===== src/rtl/bet_round_controller.sv =====
// ---------------------------------------------------------------------------
// bet_round_controller
//
// Sequences one baccarat betting round around the card-dealing state machine:
// accepts and validates a wager, launches the deal, waits for the result,
// settles the wager against an 8-bit bankroll and detects bankruptcy.
//
// Ports:
//   slow_clock           clock, all logic on the rising edge
//   reset                synchronous active-high reset
//   place_bet            one-cycle wager request (honoured only in BET)
//   bet_amount[7:0]      unsigned wager
//   bet_choice[1:0]      01 player, 10 dealer, 11 tie, 00 invalid
//   round_done           dealing finished (honoured only in WAIT)
//   player_win           sampled with round_done
//   dealer_win           sampled with round_done
//   balance[7:0]         current bankroll (registered)
//   locked_bet[7:0]      wager captured for the current round (registered)
//   betenabled           high while accepting wagers
//   start_round          one-cycle pulse launching the deal
//   updatebalanceenable  one-cycle pulse during settlement
//   bet_error            one-cycle pulse after a rejected request
//   game_over            high once the bankroll has reached zero
// ---------------------------------------------------------------------------
module bet_round_controller #(
  parameter int INIT_BALANCE = 50,
  parameter int TIE_PAYOUT   = 8
) (
  input  logic       slow_clock,
  input  logic       reset,
  input  logic       place_bet,
  input  logic [7:0] bet_amount,
  input  logic [1:0] bet_choice,
  input  logic       round_done,
  input  logic       player_win,
  input  logic       dealer_win,
  output logic [7:0] balance,
  output logic [7:0] locked_bet,
  output logic       betenabled,
  output logic       start_round,
  output logic       updatebalanceenable,
  output logic       bet_error,
  output logic       game_over
);

  typedef enum logic [2:0] {
    S_BET,
    S_DEAL,
    S_WAIT,
    S_SETTLE,
    S_BROKE
  } state_t;

  localparam logic [7:0]  INIT_BAL = 8'(INIT_BALANCE);
  localparam logic [11:0] TIE_MULT = 12'(TIE_PAYOUT);

  state_t     state_reg, state_next;
  logic [7:0] balance_reg;
  logic [7:0] locked_bet_reg;
  logic [1:0] choice_reg;
  logic [1:0] result_reg;     // same encoding as bet_choice: 01/10/11
  logic       bet_error_reg;

  logic       bet_valid;
  logic [11:0] settle_wide;
  logic [7:0]  settle_balance;

  assign bet_valid = (bet_choice != 2'b00) && (bet_amount != 8'd0) &&
                     (bet_amount <= balance_reg);

  // Settlement computed at 12 bits: 255 + 15*255 still fits, so a single
  // saturation at the end is enough. Subtraction cannot underflow because the
  // wager never exceeds the balance at lock time.
  always_comb begin
    settle_wide = {4'd0, balance_reg};
    if (choice_reg == 2'b11) begin
      if (result_reg == 2'b11)
        settle_wide = {4'd0, balance_reg} + TIE_MULT * {4'd0, locked_bet_reg};
      else
        settle_wide = {4'd0, balance_reg} - {4'd0, locked_bet_reg};
    end else if (result_reg == 2'b11) begin
      settle_wide = {4'd0, balance_reg};  // push
    end else if (choice_reg == result_reg) begin
      settle_wide = {4'd0, balance_reg} + {4'd0, locked_bet_reg};
    end else begin
      settle_wide = {4'd0, balance_reg} - {4'd0, locked_bet_reg};
    end
    settle_balance = (settle_wide > 12'd255) ? 8'hFF : settle_wide[7:0];
  end

  // State register
  always_ff @(posedge slow_clock) begin
    if (reset) state_reg <= S_BET;
    else       state_reg <= state_next;
  end

  // Next-state logic
  always_comb begin
    state_next = state_reg;
    case (state_reg)
      S_BET:    if (place_bet && bet_valid) state_next = S_DEAL;
      S_DEAL:   state_next = S_WAIT;
      S_WAIT:   if (round_done) state_next = S_SETTLE;
      S_SETTLE: state_next = (settle_balance == 8'd0) ? S_BROKE : S_BET;
      S_BROKE:  state_next = S_BROKE;
      default:  state_next = S_BET;
    endcase
  end

  // Moore outputs decoded from state
  always_comb begin
    betenabled          = (state_reg == S_BET);
    start_round         = (state_reg == S_DEAL);
    updatebalanceenable = (state_reg == S_SETTLE);
    game_over           = (state_reg == S_BROKE);
  end

  // Datapath registers
  always_ff @(posedge slow_clock) begin
    if (reset) begin
      balance_reg    <= INIT_BAL;
      locked_bet_reg <= 8'd0;
      choice_reg     <= 2'b00;
      result_reg     <= 2'b11;
      bet_error_reg  <= 1'b0;
    end else begin
      bet_error_reg <= (state_reg == S_BET) && place_bet && !bet_valid;
      if (state_reg == S_BET && place_bet && bet_valid) begin
        locked_bet_reg <= bet_amount;
        choice_reg     <= bet_choice;
      end
      if (state_reg == S_WAIT && round_done) begin
        // Exactly one winner flag names that side; both or neither is a tie.
        if (player_win ^ dealer_win) result_reg <= {dealer_win, player_win};
        else                         result_reg <= 2'b11;
      end
      if (state_reg == S_SETTLE)
        balance_reg <= settle_balance;
    end
  end

  assign balance    = balance_reg;
  assign locked_bet = locked_bet_reg;
  assign bet_error  = bet_error_reg;

endmodule


===== config.mk =====
export PLATFORM = sky130hd
export DESIGN_NAME = bet_round_controller
export DESIGN_NICKNAME = d
export VERILOG_FILES = /design/src/rtl/bet_round_controller.sv
export SDC_FILE = /design/constraint.sdc
export NUM_CORES = 1
export LEC_CHECK = 0
export BUFFER_PORTS_ARGS = -buffer_cell sky130_fd_sc_hd__buf_2
export CORE_MARGIN = 2
export CORE_UTILIZATION = 45
export CTS_CLUSTER_DIAMETER = 200
export DETAILED_ROUTE_END_ITERATION = 8
export PLACE_DENSITY = 0.65
export SLEW_MARGIN = 20
export SYNTH_ARGS = -nofsm -noshare
export SYNTH_HDL_FRONTEND = slang
export SYNTH_SLANG_ARGS = --single-unit

===== constraint.sdc =====
create_clock -name slow_clock -period 5 [get_ports slow_clock]
set_input_delay 0 -clock slow_clock [delete_from_list [all_inputs] [get_ports slow_clock]]
set_output_delay 0 -clock slow_clock [all_outputs]
set_load 0.005 [all_outputs]

**Word level (Yosys, flattened, before mapping)**

Index checks and enable logic that the tools add are counted.

- Multiplexer cells: 10
- Reduce and logical (&&, ||, !) cells: 13
- Order comparisons: 2
- Bitwise logic cells: 1
- $add $sub $neg: 3
- Equal/unequal tests: 9

Operators with widths:

| operator | number |
|---|---|
| $mux 12 | 4 |
| $pmux 3 s5 | 1 |
| $add 8x11->12 | 1 |
| $gt 12x8->1 const B | 1 |
| $add 8x8->9 | 1 |
| $mux 3 | 3 |
| $sub 8x8->9 | 1 |
| $le 8x8->1 | 1 |
| $logic_not 8->1 | 1 |
| $mux 8 | 1 |
| $reduce_bool 8->1 | 1 |
| $logic_and 1x1->1 | 7 |
| $eq 3x2->1 const B | 2 |
| $eq 2x2->1 const B | 2 |
| $eq 3x1->1 const B | 1 |
| $eq 3x3->1 const B | 1 |
| $logic_not 3->1 | 1 |
| $eq 2x2->1 | 1 |
| $mux 2 | 1 |
| $ne 2x1->1 const B | 1 |
| $ne 2x2->1 const B | 1 |
| $reduce_and 2->1 | 1 |
| $reduce_bool 2->1 | 1 |
| $logic_not 1->1 | 1 |
| $xor 1x1->1 | 1 |

- Word-level logic and storage cells: 44
- Bits in registers: 24
- Output and inout port bits: 21
- Input bits: 16

**Logic depth before layout (Yosys ltp)**

Gate-level depths: netlist of run 1.

- Word-level depth: 9
- Mapped depth: 11
- Mapped depth without buffers: 11

**Worst setup path before layout of run 1**

OpenSTA, ideal clock, no wires.

- Kind: reg2reg
- From: register locked_bet_reg[1], in the netlist locked_bet[1]
- To: register state_reg[2]
- Slack: 2.638 ns
- Clock period less this slack: 2.362 ns
- Stages on the path, launching flop included: 10
- Path buffers: 0
- Data arrival time: 2.247 ns
- Cells stage by stage: dfxtp_1 -> inv_1 -> fa_1 -> a21o_1 -> a221oi_1 -> nand3b_1 -> a31oi_1 -> o32ai_2 -> a211oi_2 -> a31o_1

- Longest elaborated chain between the ends: 9
- Elaborated cells between the ends (all ways): 12

Ends and longest elaborated chain:

| item | line | RTL |
|---|---|---|
| start: declaration | 59 | `logic [7:0] locked_bet_reg;` |
| start signal: assignment | 129 | `locked_bet_reg <= bet_amount;` |
| $sub 8x8->9 / $add 8x8->9 (equally long branches) | 80, 86, 84 |  |
| $mux 12 | 83 | `end else if (choice_reg == result_reg) begin` |
| $mux 12 | 81 | `end else if (result_reg == 2'b11) begin` |
| $mux 12 (*) | 76 | `if (choice_reg == 2'b11) begin` |
| $gt 12x8->1 | 88 | `settle_balance = (settle_wide > 12'd255) ? 8'hFF : settle_wide[7:0];` |
| $mux 8 (*) | 88 |  |
| $logic_not 8->1 (*) | 104 | `S_SETTLE: state_next = (settle_balance == 8'd0) ? S_BROKE : S_BET;` |
| $mux 3 (*) | 104 |  |
| $pmux 3 s5 (*) | 100 | `case (state_reg)` |
| end signal: assignment | 94 | `else state_reg <= state_next;` |
| end: declaration | 57 | `state_t state_reg, state_next;` |

Every way passes the cells marked *; elsewhere a longest branch is shown, timed or not.
A chain may end at the register's enable or synchronous reset.

**Final worst setup path of run 1**

- From: register balance_reg[4], in the netlist balance[4]
- To: register locked_bet_reg[4], in the netlist locked_bet[4]

- Longest elaborated chain between the ends: 3

Ends and longest elaborated chain:

| item | line | RTL |
|---|---|---|
| start: declaration | 58 | `logic [7:0] balance_reg;` |
| start signal: assignment | 138 | `balance_reg <= settle_balance;` |
| $le 8x8->1 | 69 | `(bet_amount <= balance_reg);` |
| $logic_and 1x1->1 | 68 | `assign bet_valid = (bet_choice != 2'b00) && (bet_amount != 8'd0) &&` |
| $logic_and 1x1->1 | 128 | `if (state_reg == S_BET && place_bet && bet_valid) begin` |

No other way between the ends.

==> results.py, run 1 <==
metrics = {
    "clock_tree": {
        "cts_sinks": 24,
        "cts_root_buffer": "clkbuf_8",
        "cts.repair.resized": 0,
        "clkTransAtPathRegs_ns": 0.09,
        "clock_latency_ns": 0.27,
        "clock_path_buffers": 2,
        "htreeDepth": 1,
        "cts_made_buffers": 3,
        "postCtsSetupRepairBufs": 0,
        "cts_tree": "done",
    },
    "outcome": {
        "outcome": "complete, no violations",
    },
    "place": {
        "dp.cells": 395,
        "hpwl_um": 5124,
        "gp_congestion": 0.8683,
        "portBuffers": 36,
    },
    "global_routing": {
        "grtUsageTotal": 0.2213,
        "grt_pass1_wl_um": 11140,
        "antenna_found_initial": 0,
        "grt_max_degree": 26,
        "overflow": 0,
        "grt_pass1_vias": 2259,
    },
    "detailed_routing": {
        "drc": 0,
        "dr.pass1.iters": 4,
        "wl_per_cell_um": 16.50,
        "drt_iter0_drc": 160,
        "num_vias": 2389,
        "ant_nets": 0,
        "met2_length_um": 3058,
        "finalWirelength_um": 6599,
        "highest-signal-layer": "met4",
        "routed_via_density": 5.973,
        "met3_wirelength_um": 284,
        "m1WireLength_um": 3157,
    },
    "logic_synthesis": {
        "synth_fp_nets": 354,
        "ys_types": 69,
        "syn_area_mm2": 0.002550,
        "synth_edf_count": 0,
        "syn_inst": 305,
        "yosys_warnings": 0,
        "synth_seq_cells": 24,
        "synthArstFlopShare": 0,
        "synth-main-ff-cell": "dfxtp_1",
        "avgSynthCellArea_um2": 8.360,
        "ys_seq_area_frac": 0.1884,
    },
    "timing": {
        "hold_viol": 0,
        "rsz0062_at_grt": "false",
        "fmax_mhz": 350.0,
        "slew_violations": 0,
        "setup_viol": 0,
        "fin_setup_tns_ns": 0,
        "whs_ns": 0.001375,
        "min_period_ns": 2.857,
        "clock_skew_ns": 0.003263,
        "tightest_slew_ns": 1.099,
        "slew_headroom": 0.2631,
        "finalCritPeriodShare": 0.5714,
    },
    "worst_setup_path": {
        "critPathLaunchType": "flip-flop",
        "required_ns": 5.15,
        "criticalPathCategory": "flip-flop to flip-flop",
        "crit_path_end_kind": "flip-flop",
        "cp_max_fo": 11,
        "critPathArrivalTime_ns": 3.00,
    },
    "final_layout": {
        "multi_input_area_mm2": 0.001863,
        "diodes": 0,
        "finalNetCount": 379,
        "synthToLayoutAreaGrowth_pct": 8.587,
        "drive_gt1_frac": 0.1677,
        "seq_area_um2": 480.5,
        "fillers": 546,
        "fin_cells": 400,
    },
    "hold_path": {
        "hp-class": "input port to flip-flop",
    },
    "floorplan": {
        "core_mm2": 0.005473,
        "die_w_um": 79.28,
        "placementRows": 27,
        "dieHeight_um": 79.28,
        "initial_core_util": 0.4659,
        "ios": 37,
        "dieArea_mm2": 0.006285,
    },
    "power_and_ir_drop": {
        "peakVddDrop_mv": 0.1206,
        "p_clk_frac": 0.281,
        "intPower_w": 0.0002934,
        "power_frac_seq": 0.491,
        "switching_power_w": 0.0001301,
        "power.density_mw_per_mm2": 153.0,
        "cellLeakagePower_nw": 1.178,
        "power_frac_comb": 0.227,
        "swShare": 0.3072,
    },
    "flow_run": {
        "maxCapViolations": 0,
    },
}
-- cell usage after synthesis (6+ instances only) --
cell type,number,area (µm²)
nand2_1,17,63.81
nor2b_1,6,37.54
o21ai_0,7,35.03
nor3_1,13,65.06
a21o_1,7,52.55
mux2i_1,11,110.1
ha_1,30,375.4
nor2_1,22,82.58
inv_1,24,90.09
dfxtp_1,24,480.5
a211oi_1,9,67.56
nand3_1,7,35.03
a21oi_1,14,70.07
-- through the flow --
| step | power (W) | util | setup slack (ns) | instance area, µm² |
|---|---|---|---|---|
| after floorplan | 0.0002801 | - | 2.638 | 2550 |
| after global placement | 0.0003060 | 0.4947 | 2.092 | 2708 |
| after detailed placement | 0.0003072 | 0.4947 | 2.125 | 2708 |
| after CTS | 0.0004245 | 0.5059 | 2.103 | 2769 |
| after global routing | 0.0004460 | 0.5059 | 1.921 | 2769 |
| final | 0.0004236 | 0.5059 | 2.143 | 2769 |
-- cells by family after synthesis --
kind of cell             after synthesis  share of synthesized area
AND/OR/NAND/NOR                      104                     0.2287
AO/OA/AOI/OAI                         83                     0.2527
buffers and inverters                 43                    0.08292
adder cells (fa/ha/maj)               33                     0.1708
flip-flops                            24                     0.1884
multiplexers                          13                    0.05201
XOR/XNOR                               5                    0.02454
-- worst paths after layout --
kind,from,end,slack [ns],depth (start not counted)
max,balance[4],locked_bet[4],2.14,8
min,bet_amount[1],locked_bet[1],0.001,3
max reg2reg,balance[4],locked_bet[4],2.14,8
min reg2reg,state_reg[2],state_reg[1],0.56,1
-- power by group through the flow --
stage               Clock, W  Combinational (W)  Sequential [W]
finish              0.000119          0.0000964        0.000208
global placement           0          0.0000939        0.000212
detailed placement         0          0.0000947        0.000212
CTS                 0.000120          0.0000965        0.000208
floorplan                  0          0.0000735        0.000207
global route        0.000128           0.000109        0.000210
-- routing by layer --
metal | vias to the layer above | global-route usage
li1 | 1173 | -
met1 | 1152 | 0.3112
met2 | 56 | 0.3627
met3 | 8 | 0.01591
met4 | 0 | 0.06552
met5 | - | 0
-- worst max-delay path, cell delays in order (launching register included) --
cell	delay (ns)
dfxtp_1	0.52
inv_1	0.09
ha_1	0.30
nand3_1	0.11
nor3_1	0.26
o221ai_1	0.19
nor3_2	0.92
mux2i_1	0.28
nor2_1	0.06
-- what timing repair did --
item | 4_1_cts | 5_1_grt
setup endpoints to repair | 0 | 0
endpoints found under the hold margin | 2 | 0
hold buffers | 2 | 0
-- placed cells by master (no fill, tap or decap), drive strengths merged, types with 6 or more instances in the layout --
cell type,instances
buf,36
ha,30
inv,25
dfxtp,24
nor2,24
nand2,17
a21oi,15
nor3,13
mux2i,11
o21ai,11
a211oi,10
a21o,7
nand3,7
nor2b,6
nor3b,6
-- area by class of cell --
cell class | count | share of cell area
Clock buffer | 3 | 0.01491
Inverter | 25 | 0.03389
Multi-Input combinational cell | 238 | 0.6728
Sequential cell | 24 | 0.1735
Tap cell | 72 | 0.03253
Timing Repair Buffer | 38 | 0.07230
Power figures use the tool's default switching activity.
==> inputs of run 2 (changes only) <==
==> constraint.sdc (replaced) <==
create_clock -name slow_clock -period 2.9 [get_ports slow_clock]
set_input_delay 0 -clock slow_clock [delete_from_list [all_inputs] [get_ports slow_clock]]
set_output_delay 0 -clock slow_clock [all_outputs]
set_load 0.005 [all_outputs]
==> run 2 against run 1 <==
Compared with the run above: first-iteration DRC count up 10%; clock power up 66%; clock skew up 0.00072 ns; utilization up 1.6 points; critical endpoint is now state_reg[2].
==> results.py, run 2 (same netlist as run 1, synthesis figures left out) <==
metrics = {
    "timing": {
        "rsz0062_at_grt": "false",
        "setup_viol": 0,
        "finalCritPeriodShare": 0.9381,
        "clock_skew_ns": 0.003983,
        "slew_violations": 0,
        "tightest_slew_ns": 0.7812,
        "fin_setup_tns_ns": 0,
        "slew_headroom": 0.4719,
        "min_period_ns": 2.721,
        "fmax_mhz": 367.6,
        "hold_viol": 0,
    },
    "detailed_routing": {
        "finalWirelength_um": 6688,
        "dr.pass1.iters": 4,
        "drt_iter0_drc": 176,
        "drc": 0,
        "num_vias": 2412,
        "routed_via_density": 5.883,
        "wl_per_cell_um": 16.31,
        "ant_nets": 0,
    },
    "place": {
        "dp.cells": 405,
        "portBuffers": 36,
        "gp_congestion": 0.8674,
        "hpwl_um": 5258,
    },
    "floorplan": {
        "dieArea_mm2": 0.006285,
        "ios": 37,
        "initial_core_util": 0.4659,
        "core_mm2": 0.005473,
        "dieHeight_um": 79.28,
        "die_w_um": 79.28,
        "placementRows": 27,
    },
    "worst_setup_path": {
        "cp_top_family": "compound AO/OA/AOI/OAI gates",
        "cpMostUsedCell": "a21o_1",
        "slowest_stage": "a2111oi_2",
        "r2r_start": "balance[4]",
        "required_ns": 3.06,
        "cp_max_fo": 11,
        "slowest_delay_ns": 0.52,
        "crit_path_end_kind": "flip-flop",
        "path_cells": "ha_1 -> a21o_1 -> a21o_1 -> a2111oi_2 -> a211oi_1 -> a221oi_1 -> a211oi_2 -> a31o_1",
        "critPathArrivalTime_ns": 2.88,
        "path_buf_inv": 0,
        "r2r_cells": 8,
        "critPathLaunchType": "flip-flop",
        "startpoint": "balance[4]",
        "crit_cells": 8,
        "criticalPathCategory": "flip-flop to flip-flop",
    },
    "clock_tree": {
        "htreeDepth": 1,
        "cts_tree": "done",
        "clock_latency_ns": 0.27,
        "clkTransAtPathRegs_ns": 0.08,
        "clock_path_buffers": 2,
        "cts_root_buffer": "clkbuf_8",
        "cts_made_buffers": 3,
        "cts_sinks": 24,
        "postCtsSetupRepairBufs": 0,
    },
    "final_layout": {
        "fillers": 557,
        "layout_common_cells": "buf_2 (36), ha_1 (30), inv_1 (24), dfxtp_1 (24), nor2_1 (22)",
        "finalNetCount": 389,
        "synthToLayoutAreaGrowth_pct": 11.97,
        "diodes": 0,
        "fin_cells": 410,
        "final_common_cell": "buf_2",
        "fin_util": 0.5217,
        "drive_gt1_frac": 0.1923,
    },
    "hold_path": {
        "hp-class": "input port to flip-flop",
        "hold_path_depth": 3,
        "min-delay-start": "bet_amount[5]",
    },
    "global_routing": {
        "grt_pass1_vias": 2186,
        "overflow": 0,
        "grt_pass1_wl_um": 11000,
        "grtUsageTotal": 0.2217,
        "grt_max_degree": 26,
        "antenna_found_initial": 0,
    },
    "power_and_ir_drop": {
        "power.density_mw_per_mm2": 256.3,
        "peakVddDrop_mv": 0.2065,
        "cellLeakagePower_nw": 1.229,
    },
    "flow_run": {
        "maxCapViolations": 0,
    },
    "outcome": {
        "outcome": "complete, no violations",
    },
}
[run 2: cell count changes in the layout (fill, tap and decap cells not counted)]
cell and change:
o32ai_2 -1, buf_4 +10, o32ai_4 +1
[run 2: tightest hold or removal path, cell delays in order]
cell and delay, ns:
buf_2 0.10, mux2i_1 0.07, nor2_1 0.07
[run 2: power breakdown]
| group | switching [W] | internal, W | leakage [nW] |
|---|---|---|---|
| Clock | 0.000105 | 0.0000930 | 0.0216 |
| Sequential | 0.0000170 | 0.000340 | 0.195 |
| Combinational | 0.0000975 | 0.0000801 | 1.01 |
[run 2: final cells by class]
| cell class | instances | area (µm²) | area share |
|---|---|---|---|
| multi-input cells | 238 | 1874 | 0.6564 |
| flip-flops and latches | 24 | 480.5 | 0.1683 |
| repair buffers | 48 | 275.3 | 0.09641 |
| inverters | 25 | 93.84 | 0.03287 |
| well taps | 72 | 90.09 | 0.03155 |
| clock buffers | 3 | 41.29 | 0.01446 |
[run 2: metrics by stage]
stage,hold WS [ns],power (W),instance area [µm²],setup WS [ns]
global placement,0.2540,0.0005367,2783,0.2767
detailed placement,0.2608,0.0005377,2783,0.2142
finish,0.005865,0.0007318,2855,0.1794
global route,0.02718,0.0007723,2855,0.009829
CTS,0.0005296,0.0007377,2844,0.1679
floorplan,0.07806,0.0004829,2550,0.5377
[run 2: repair_timing]
item / CTS / global route
hold buffers: 2 / 0
gates resized for setup: 0 / 1
endpoints found under the setup margin: 0 / 6
endpoints found under the hold margin: 2 / 0
[run 2: worst paths after layout]
kind / endpoint / slack [ns]
max reg2reg: state_reg[2] / 0.18
max: state_reg[2] / 0.18
min reg2reg: state_reg[1] / 0.55
min: locked_bet[5] / 0.006
[run 2: routing by layer]
metal / GRT usage / vias up / routed length, µm
met5: 0 / - / 0
met4: 0.07241 / 0 / 128
met3: 0.01705 / 11 / 364
met2: 0.3602 / 74 / 3045
met1: 0.3108 / 1137 / 3150
li1: - / 1190 / -
==> inputs of run 3 (changes only) <==
--- a/config.mk
+++ b/config.mk
@@ -11,6 +11,7 @@
 export CTS_CLUSTER_DIAMETER = 200
 export DETAILED_ROUTE_END_ITERATION = 8
 export PLACE_DENSITY = 0.65
+export RECOVER_POWER = 50
 export SLEW_MARGIN = 20
 export SYNTH_ARGS = -nofsm -noshare
 export SYNTH_HDL_FRONTEND = slang
==> run 3 against run 2 <==
Compared with the run above: flip-flop and latch count is the same; critical path type unchanged; combinational power is essentially flat; first-iteration DRC count shrank 6.8%; worst setup slack lost 0.0047 ns; die area is the same; register-to-register slack is essentially flat; highest routed layer unchanged.
==> results.py, run 3 (same netlist as run 1, synthesis figures left out) <==
metrics = {
    "timing": {
        "min_period_ns": 2.725,
        "clock_skew_ns": 0.004723,
        "fmax_mhz": 366.9,
        "setup_viol": 0,
        "hold_viol": 0,
        "whs_ns": 0.004808,
        "finalCritPeriodShare": 0.9398,
        "fin_setup_tns_ns": 0,
        "slew_violations": 0,
        "slew_headroom": 0.4804,
        "rsz0062_at_grt": "false",
        "tightest_slew_ns": 0.7686,
    },
    "global_routing": {
        "antenna_found_initial": 0,
        "grt_pass1_vias": 2186,
        "use_met1": 0.3108,
        "met2_usage": 0.3602,
        "grtUsageTotal": 0.2217,
        "use_met3": 0.01705,
        "grt.busiest_layer": "met2",
        "grt_pass1_wl_um": 11000,
        "grt_max_degree": 26,
        "overflow": 0,
    },
    "worst_setup_path": {
        "cp_top_family": "compound AO/OA/AOI/OAI gates",
        "required_ns": 3.06,
        "slowest_stage": "a2111oi_2",
        "r2r_cells": 8,
        "critPathLaunchType": "flip-flop",
        "critPathArrivalTime_ns": 2.89,
        "slowest_delay_ns": 0.52,
        "r2r_start": "balance[4]",
        "path_buf_inv": 0,
        "cp_max_fo": 11,
        "crit_path_end_kind": "flip-flop",
        "path_cells": "ha_1 -> a21o_1 -> a21o_1 -> a2111oi_2 -> a211oi_1 -> a221oi_1 -> a211oi_2 -> a31o_1",
        "timing.rr.end": "state_reg[2]",
        "criticalPathCategory": "flip-flop to flip-flop",
        "cpMostUsedCell": "a21o_1",
        "reg2reg_slack_ns": 0.17,
    },
    "floorplan": {
        "dieHeight_um": 79.28,
        "initial_core_util": 0.4659,
        "placementRows": 27,
        "die_w_um": 79.28,
        "ios": 37,
        "dieArea_mm2": 0.006285,
        "core_mm2": 0.005473,
    },
    "hold_path": {
        "min-delay-start": "bet_amount[5]",
        "hold_path_depth": 3,
        "min_to": "locked_bet[5]",
        "hp-class": "input port to flip-flop",
    },
    "final_layout": {
        "layout_common_cells": "ha_1 (30), buf_2 (28), inv_1 (24), dfxtp_1 (24), nor2_1 (22)",
        "fin_util": 0.5171,
        "final_common_cell": "ha_1",
        "synthToLayoutAreaGrowth_pct": 10.99,
        "finalNetCount": 389,
        "fin_cells": 410,
        "drive_gt1_frac": 0.1568,
        "fillers": 558,
        "diodes": 0,
    },
    "detailed_routing": {
        "ant_nets": 0,
        "finalWirelength_um": 6715,
        "routed_via_density": 5.932,
        "drt_iter0_drc": 164,
        "dr.pass1.iters": 4,
        "wl_per_cell_um": 16.38,
        "num_vias": 2432,
        "drc": 0,
    },
    "clock_tree": {
        "cts_tree": "done",
        "clkTransAtPathRegs_ns": 0.08,
        "postCtsSetupRepairBufs": 0,
        "clock_path_buffers": 2,
        "cts_sinks": 24,
        "htreeDepth": 1,
        "clock_latency_ns": 0.27,
        "cts_made_buffers": 3,
        "cts_root_buffer": "clkbuf_8",
    },
    "power_and_ir_drop": {
        "cellLeakagePower_nw": 1.187,
        "power.density_mw_per_mm2": 257.6,
        "peakVddDrop_mv": 0.2062,
    },
    "flow_run": {
        "maxCapViolations": 0,
    },
    "place": {
        "dp.cells": 405,
        "hpwl_um": 5258,
        "portBuffers": 36,
        "gp_congestion": 0.8674,
    },
    "outcome": {
        "outcome": "complete, no violations",
    },
}
## run 3: worst max path at each step
stage	cells past startpoint	slack (ns)	endpoint	start
6_report	8	0.17	state_reg[2]	balance[4]
5_1_grt	8	0.006	balance[7]	balance[4]
4_1_cts	11	0.17	balance[0]	balance[0]
3_5_place_dp	8	0.21	state_reg[2]	balance[4]
3_3_place_gp	11	0.28	state_reg[2]	balance[0]
2_1_floorplan	9	0.54	state_reg[2]	locked_bet[1]
## run 3: final cells by class
| cell class | count | area, µm² | area share |
|---|---|---|---|
| clock buffer | 3 | 41.29 | 0.01459 |
| sequential | 24 | 480.5 | 0.1698 |
| timing repair buffer | 48 | 250.2 | 0.08842 |
| tap | 72 | 90.09 | 0.03183 |
| inverter | 25 | 93.84 | 0.03316 |
| multi-input combinational | 238 | 1874 | 0.6622 |
## run 3: worst reg2reg max path, delay by kind of cell (launching register included)
family                     cells  cell delay, ns
adders and majority gates      1            0.42
AOI/OAI and AO/OA              7            1.71
DFF                            1            0.50
## run 3: stage by stage
stage	power (W)	setup WS (ns)	cell area (µm²)
2_1_floorplan	0.0004829	0.5377	2550
3_3_place_gp	0.0005367	0.2767	2783
3_5_place_dp	0.0005377	0.2142	2783
4_1_cts	0.0007377	0.1679	2844
5_1_grt	0.0007692	0.005681	2830
6_report	0.0007291	0.1747	2830
## run 3: timing repair
action | CTS | global route
hold buffers | 2 | 0
endpoints found under the setup margin | 0 | 6
resized for setup | 0 | 1
endpoints found under the hold margin | 2 | 0
## run 3: power breakdown
part / internal, W / leakage, nW / switching (W)
sequential: 0.000340 / 0.195 / 0.0000170
clock: 0.0000930 / 0.0216 / 0.000105
combinational: 0.0000770 / 0.971 / 0.0000978
total: 0.000510 / 1.19 / 0.000220
## run 3: per-layer routing
metal,wire length [µm],vias up
met2,3096,65
met4,109,0
met3,336,9
met5,0,-
li1,-,1189
met1,3173,1169
